`src/rtl/ifu_pkg.sv`:
```
// Shared encode definitions for the fetch unit and the control decoder.
// The next-PC codes here are the single source of truth for both sides.
package ifu_pkg;

  localparam int NPC_OP_W = 2;

  typedef enum logic [NPC_OP_W-1:0] {
    NPC_PLUS4  = 2'b00,
    NPC_BRANCH = 2'b01,
    NPC_JUMP   = 2'b10,
    NPC_JR     = 2'b11
  } npc_op_e;

  // Sign-extended word offset of a branch, already scaled to bytes.
  function automatic logic [31:0] branch_offset(input logic [15:0] imm);
    return {{14{imm[15]}}, imm, 2'b00};
  endfunction

endpackage

```
`src/rtl/ifu_npc.sv`:
```
// Combinational next-PC selection and misaligned-JR detection.
module ifu_npc
  import ifu_pkg::*;
(
  input  logic [31:0]         pc,
  input  logic [31:0]         instr,
  input  logic [NPC_OP_W-1:0] npc_op,
  input  logic [31:0]         jr_target,
  output logic [31:0]         npc,
  output logic                misaligned
);

  logic [31:0] seq_pc;

  assign seq_pc = pc + 32'd4;

  always_comb begin
    npc        = seq_pc;
    misaligned = 1'b0;
    case (npc_op_e'(npc_op))
      NPC_PLUS4:  npc = seq_pc;
      NPC_BRANCH: npc = seq_pc + branch_offset(instr[15:0]);
      NPC_JUMP:   npc = {seq_pc[31:28], instr[25:0], 2'b00};
      NPC_JR: begin
        npc        = jr_target;
        misaligned = (jr_target[1:0] != 2'b00);
      end
      default:    npc = seq_pc;
    endcase
  end

endmodule

```
`src/rtl/ifu.sv`:
```
// Instruction fetch unit: owns the PC, fetches over a req/ack handshake and
// holds the instruction until the datapath reports completion.
module ifu
  import ifu_pkg::*;
#(
  parameter logic [31:0] RESET_PC = 32'h0000_0000
) (
  input  logic                clk,
  input  logic                rst,
  input  logic [NPC_OP_W-1:0] npc_op,
  input  logic                ex_done,
  input  logic [31:0]         jr_target,
  output logic                imem_req,
  output logic [31:0]         imem_addr,
  input  logic [31:0]         imem_rdata,
  input  logic                imem_ack,
  output logic [31:0]         instr,
  output logic                instr_valid,
  output logic [31:0]         pc,
  output logic [31:0]         pc_plus4,
  output logic                fault
);

  typedef enum logic [1:0] {
    S_FETCH = 2'b00,
    S_EXEC  = 2'b01,
    S_FAULT = 2'b10
  } state_e;

  state_e      state, state_nxt;
  logic [31:0] npc;
  logic        misaligned;
  logic        fetch_done;
  logic        exec_done;

  ifu_npc u_npc (
    .pc         (pc),
    .instr      (instr),
    .npc_op     (npc_op),
    .jr_target  (jr_target),
    .npc        (npc),
    .misaligned (misaligned)
  );

  assign fetch_done = (state == S_FETCH) && imem_ack;
  assign exec_done  = (state == S_EXEC) && ex_done;

  always_ff @(posedge clk or posedge rst) begin
    if (rst) state <= S_FETCH;
    else     state <= state_nxt;
  end

  always_comb begin
    state_nxt = state;
    case (state)
      S_FETCH: if (imem_ack) state_nxt = S_EXEC;
      S_EXEC:  if (ex_done)  state_nxt = misaligned ? S_FAULT : S_FETCH;
      S_FAULT: state_nxt = S_FAULT;
      default: state_nxt = S_FETCH;
    endcase
  end

  // A misaligned JR leaves the PC untouched so the faulting PC stays visible.
  always_ff @(posedge clk or posedge rst) begin
    if (rst) begin
      pc    <= RESET_PC;
      instr <= 32'h0;
    end else begin
      if (fetch_done)              instr <= imem_rdata;
      if (exec_done && !misaligned) pc   <= npc;
    end
  end

  assign imem_req    = (state == S_FETCH);
  assign instr_valid = (state == S_EXEC);
  assign fault       = (state == S_FAULT);
  assign imem_addr   = pc;
  assign pc_plus4    = pc + 32'd4;

endmodule

```
`config.mk`:
```
export PLATFORM = sky130hd
export DESIGN_NAME = ifu
export DESIGN_NICKNAME = d
export VERILOG_FILES = /design/src/rtl/ifu_pkg.sv /design/src/rtl/ifu_npc.sv /design/src/rtl/ifu.sv
export SDC_FILE = /design/constraint.sdc
export NUM_CORES = 1
export LEC_CHECK = 0
export CAP_MARGIN = 25
export CORE_MARGIN = 4
export CORE_UTILIZATION = 63
export CTS_BUF_LIST = sky130_fd_sc_hd__clkbuf_2
export CTS_CLUSTER_SIZE = 30
export DETAILED_ROUTE_END_ITERATION = 7
export DONT_BUFFER_PORTS = 1
export GPL_TIMING_DRIVEN = 0
export PLACE_DENSITY = 0.86
export SLEW_MARGIN = 20
export SYNTH_ARGS = -nofsm -noshare
export SYNTH_HDL_FRONTEND = slang
export SYNTH_HIERARCHICAL = 1
export SYNTH_SLANG_ARGS = --single-unit
```
`constraint.sdc`:
```
create_clock -name clk -period 12.55 [get_ports clk]
set_clock_uncertainty 0.2 [all_clocks]
set_input_delay 1.8825 -clock clk [delete_from_list [all_inputs] [get_ports clk]]
set_output_delay 1.8825 -clock clk [all_outputs]
set_load 0.01 [all_outputs]
```
==> out/summary.log <==
INFO  pwr            seq_power_share=27.2%
INFO  yosys          synthesis.area_per_instance=9.70um2
INFO  placement      gpl.final_weighted_congestion=0.928
INFO  global_route   grt-ovfl-total=0
INFO  critical_path  timing.critical_path.fanout_max=14
INFO  clock_network  numCtsBuffers=9
INFO  clock_network  ctsLongestPathBuffers=2
INFO  pwr            cell_pwr_density=332nW/um2
INFO  min_path       worst_hold_startpoint=instr[30]$_DFFE_PP0P_
INFO  global_route   globalRouteTotalUtil=32.4%
INFO  placement      pre_cts_ws=7.25ns
INFO  yosys          post-synth-top-count-cell=sky130_fd_sc_hd__dfrtp_1
INFO  global_route   first_global_vias=5231
INFO  sta            period_share=43.5%
INFO  global_route   antenna_found_initial=2
INFO  critical_path  critical_path.endpoint_type=flip-flop
INFO  floorplanning  die_height=107um
INFO  global_route   wire_length_of_the_first_global_routing_pass=29000um
INFO  routing        num_vias=5308
INFO  yosys          synthArstFlopShare=100%
INFO  yosys          postSynthNetCount=744
INFO  clock_network  cts.sink_count=66
INFO  sta            tightestPinTransition=0.883ns
INFO  yosys          yosys_warnings=6
INFO  critical_path  crit_family=simple AND/OR/NAND/NOR gates
INFO  min_path       hold_worst_path_end=instr[30]$_DFFE_PP0P_
INFO  pwr            total_power=0.00215W
INFO  floorplanning  die_w=107um
INFO  yosys          synthDistinctLibCells=63
INFO  cells_and_area layout.filler_cells=707
INFO  cells_and_area seq_area=1650um2
INFO  routing        drt-total-wl=18600um
INFO  yosys          ffs_latches_synth=66
INFO  pwr            power.internal=0.00102W
INFO  sta            setup_ws=7.09ns
INFO  clock_network  post_cts.resized_instances=0
INFO  placement      dp.final_hpwl=14500um
INFO  yosys          synth_sequential_area_ratio=26.7%
INFO  sta            timing.fmax=0.183GHz
INFO  yosys          synth_top_flop_cell=sky130_fd_sc_hd__dfrtp_1
INFO  floorplanning  core=9420um2
INFO  critical_path  r2r_end=imem_addr[31]$_DFFE_PP0P_
INFO  sta            hold_viol=0
INFO  run            maxCapViolations=0
INFO  pwr            swShare=52.8%
INFO  routing        drt-vias-per-instance=6.75
INFO  critical_path  cp.buffers_inverters=1
INFO  routing        avgRoutedWirePerCell=23.7um
INFO  critical_path  slowest_delay=0.76ns
INFO  pwr            ir_worst_vdd=0.187mV
INFO  clock_network  clock_latency=0.55ns
INFO  yosys          syn_area=6190um2
INFO  routing        detail-route-antenna-nets=0
INFO  sta            maxSlewViolCount=0
INFO  placement      port-buffer-count=0
INFO  min_path       class_of_the_most_critical_hold_timing_path=reg2reg
INFO  yosys          synth_edf_count=0
INFO  clock_network  clk_transition_reported_paths=0.21ns
INFO  clock_network  setup_bufs_post_cts=0
INFO  pwr            power.clock.fraction=6.2%
INFO  critical_path  worst-r2r-cell-count=18
INFO  routing        drc=0
INFO  sta            finalSetupViolCount=0
INFO  critical_path  cell_by_cell_trace_of_the_critical_path=ha_1, nand4_1, nor2_1, and2_1, clkbuf_1, nand3_1, xnor2_1, ha_1, nand4_1, or2_0, a211o_1, and3_1, or3_1, o21ai_1, xor2_1, and3_1, nor3_2, mux2_2
INFO  critical_path  timing.setup.critical_path_class=reg2reg
INFO  critical_path  crit_path_top_delay_cell=sky130_fd_sc_hd__dfrtp_1
INFO  yosys          synth_top_cell_area_share=26.7%
INFO  yosys          post-synth-top-area-cell=sky130_fd_sc_hd__dfrtp_1
INFO  sta            grt_setup_unrepaired=no
INFO  yosys          synth.cells.most_frequent=sky130_fd_sc_hd__dfrtp_1, sky130_fd_sc_hd__mux2_2, sky130_fd_sc_hd__nand2_1, sky130_fd_sc_hd__xnor2_1, sky130_fd_sc_hd__ha_1
INFO  cells_and_area final_layout_size_suffix_gt1_share=23.1%
INFO  floorplanning  ioPinCount=201
INFO  cells_and_area area_occupied_by_multi_input_gates=4100um2
INFO  yosys          synthCells=638
INFO  floorplanning  row_count=35
INFO  pwr            leakage=2.75nW
INFO  critical_path  r2r_slack=7.09ns
INFO  min_path       timing.hold.worst_path_depth=1
INFO  clock_network  clock_tree.root_cell=sky130_fd_sc_hd__clkbuf_2
INFO  critical_path  worstSetupStartpoint=imem_addr[2]$_DFFE_PP0P_
INFO  clock_network  cts_tree=done
INFO  critical_path  worst_setup_path_start_kind=flip-flop
INFO  sta            fin_tns_setup=0ns
INFO  critical_path  required=12.82ns
INFO  critical_path  worst_r2r_startpoint=imem_addr[2]$_DFFE_PP0P_
INFO  routing        detailedRoute.firstPassIterationCount=7
INFO  clock_network  h-tree-depth=3
INFO  floorplanning  floorplan.die_area=11500um2
INFO  yosys          synthTopCellsByArea=sky130_fd_sc_hd__dfrtp_1, sky130_fd_sc_hd__mux2_2, sky130_fd_sc_hd__mux4_2
INFO  global_route   grt_start_max_net_pins=43
INFO  outcome        outcome=finished, final reports clean
INFO  pwr            power.combinational.fraction=66.6%
INFO  sta            max-slew-margin-rel=41.1%
INFO  cells_and_area syn2layout_area_growth=4.91%
INFO  clock_network  post_cts_hold_buffer_count=0
INFO  critical_path  cp_data_arrival_time=5.73ns
INFO  floorplanning  initial_utilization=65.7%
INFO  cells_and_area layout.nets=756
INFO  routing        drtIter0Drc=581
INFO  sta            period_needed=5.46ns
INFO  pwr            switchingPower=0.00114W
[layout make-up]
| type | instances | share of cell area [%] |
|---|---|---|
| clock buffers | 9 | 0.694 |
| diodes | 2 | 0.0771 |
| clock inverters | 7 | 1.08 |
| flip-flops and latches | 66 | 25.4 |
| plain buffers | 55 | 5.34 |
| inverters | 24 | 1.43 |
| well taps | 129 | 2.49 |
| repair buffers | 1 | 0.308 |
| multi-input cells | 493 | 63.1 |
[per-stage QoR]
stage,hold WS (ns),cell area [um2],std cells,utilization [%]
detailed placement,0.376,6370,768,67.7
CTS,0.420,6490,784,68.9
floorplan,0.351,6190,638,-
global placement,0.374,6350,767,67.4
finish,0.415,6490,786,68.9
global route,0.435,6490,785,68.9
[power by group through the flow]
stage / clock network (W) / logic [W] / registers [W]
after CTS: 0.000136 / 0.00140 / 0.000582
after detailed placement: 0 / 0.00140 / 0.000589
after floorplan: 0 / 0.00115 / 0.000505
after global placement: 0 / 0.00136 / 0.000581
after global routing: 0.000145 / 0.00156 / 0.000605
final: 0.000133 / 0.00144 / 0.000586
[layer usage]
layer	part of all wire [%]	track usage, %
met3	9.8	8.91
met2	48	51.2
met4	3.9	14.6
met1	39	41.4
met5	0.064	0
[logic make-up after synthesis]
| kind of cell | Yosys count | share of synthesized area [%] |
|---|---|---|
| mux | 86 | 20.3 |
| flops | 66 | 26.7 |
| xor+xnor | 82 | 11.6 |
| buf+inv | 79 | 7.06 |
| fa+ha+maj | 36 | 7.40 |
| simple gates | 180 | 15.5 |
| compound gates | 109 | 11.4 |
[worst register-to-register path, cell delays in order (launching register included)]
cell and delay (ns):
sky130_fd_sc_hd__dfrtp_1 0.76, sky130_fd_sc_hd__ha_1 0.33, sky130_fd_sc_hd__nand4_1 0.15, sky130_fd_sc_hd__nor2_1 0.34, sky130_fd_sc_hd__and2_1 0.18, sky130_fd_sc_hd__clkbuf_1 0.24, sky130_fd_sc_hd__nand3_1 0.14, sky130_fd_sc_hd__xnor2_1 0.18
sky130_fd_sc_hd__ha_1 0.41, sky130_fd_sc_hd__nand4_1 0.19, sky130_fd_sc_hd__or2_0 0.33, sky130_fd_sc_hd__a211o_1 0.33, sky130_fd_sc_hd__and3_1 0.19, sky130_fd_sc_hd__or3_1 0.45, sky130_fd_sc_hd__o21ai_1 0.19, sky130_fd_sc_hd__xor2_1 0.22
sky130_fd_sc_hd__and3_1 0.22, sky130_fd_sc_hd__nor3_2 0.05, sky130_fd_sc_hd__mux2_2 0.27
[cell usage in the layout (no fill, tap or decap), types with 9 or more instances in the layout]
cell type	n
sky130_fd_sc_hd__mux2_2	56
sky130_fd_sc_hd__inv_1	22
sky130_fd_sc_hd__nor3_1	11
sky130_fd_sc_hd__dfrtp_1	66
sky130_fd_sc_hd__xnor2_1	48
sky130_fd_sc_hd__a21oi_1	32
sky130_fd_sc_hd__nand3_1	22
sky130_fd_sc_hd__o21ai_0	20
sky130_fd_sc_hd__mux4_2	26
sky130_fd_sc_hd__a21o_1	14
sky130_fd_sc_hd__xor2_1	34
sky130_fd_sc_hd__ha_1	35
sky130_fd_sc_hd__buf_4	34
sky130_fd_sc_hd__clkbuf_2	9
sky130_fd_sc_hd__nand4_1	18
sky130_fd_sc_hd__and3_1	13
sky130_fd_sc_hd__clkbuf_1	15
sky130_fd_sc_hd__nand2_1	49
sky130_fd_sc_hd__nor2_1	29
[worst max path at each step]
stage | to | slack, ns | depth (start not counted)
after floorplan | imem_addr[27]$_DFFE_PP0P_ | 8.14 | 17
after global placement | imem_addr[31]$_DFFE_PP0P_ | 7.31 | 18
after detailed placement | imem_addr[31]$_DFFE_PP0P_ | 7.25 | 18
after CTS | imem_addr[31]$_DFFE_PP0P_ | 7.19 | 18
after global routing | imem_addr[31]$_DFFE_PP0P_ | 6.84 | 19
final | imem_addr[31]$_DFFE_PP0P_ | 7.09 | 18
[registers in the layout, summed over array words and instances, names as in the netlist]
register   flops
instr         32
state          2
imem_addr     32
Note: power is estimated with default switching activity, not from simulation.
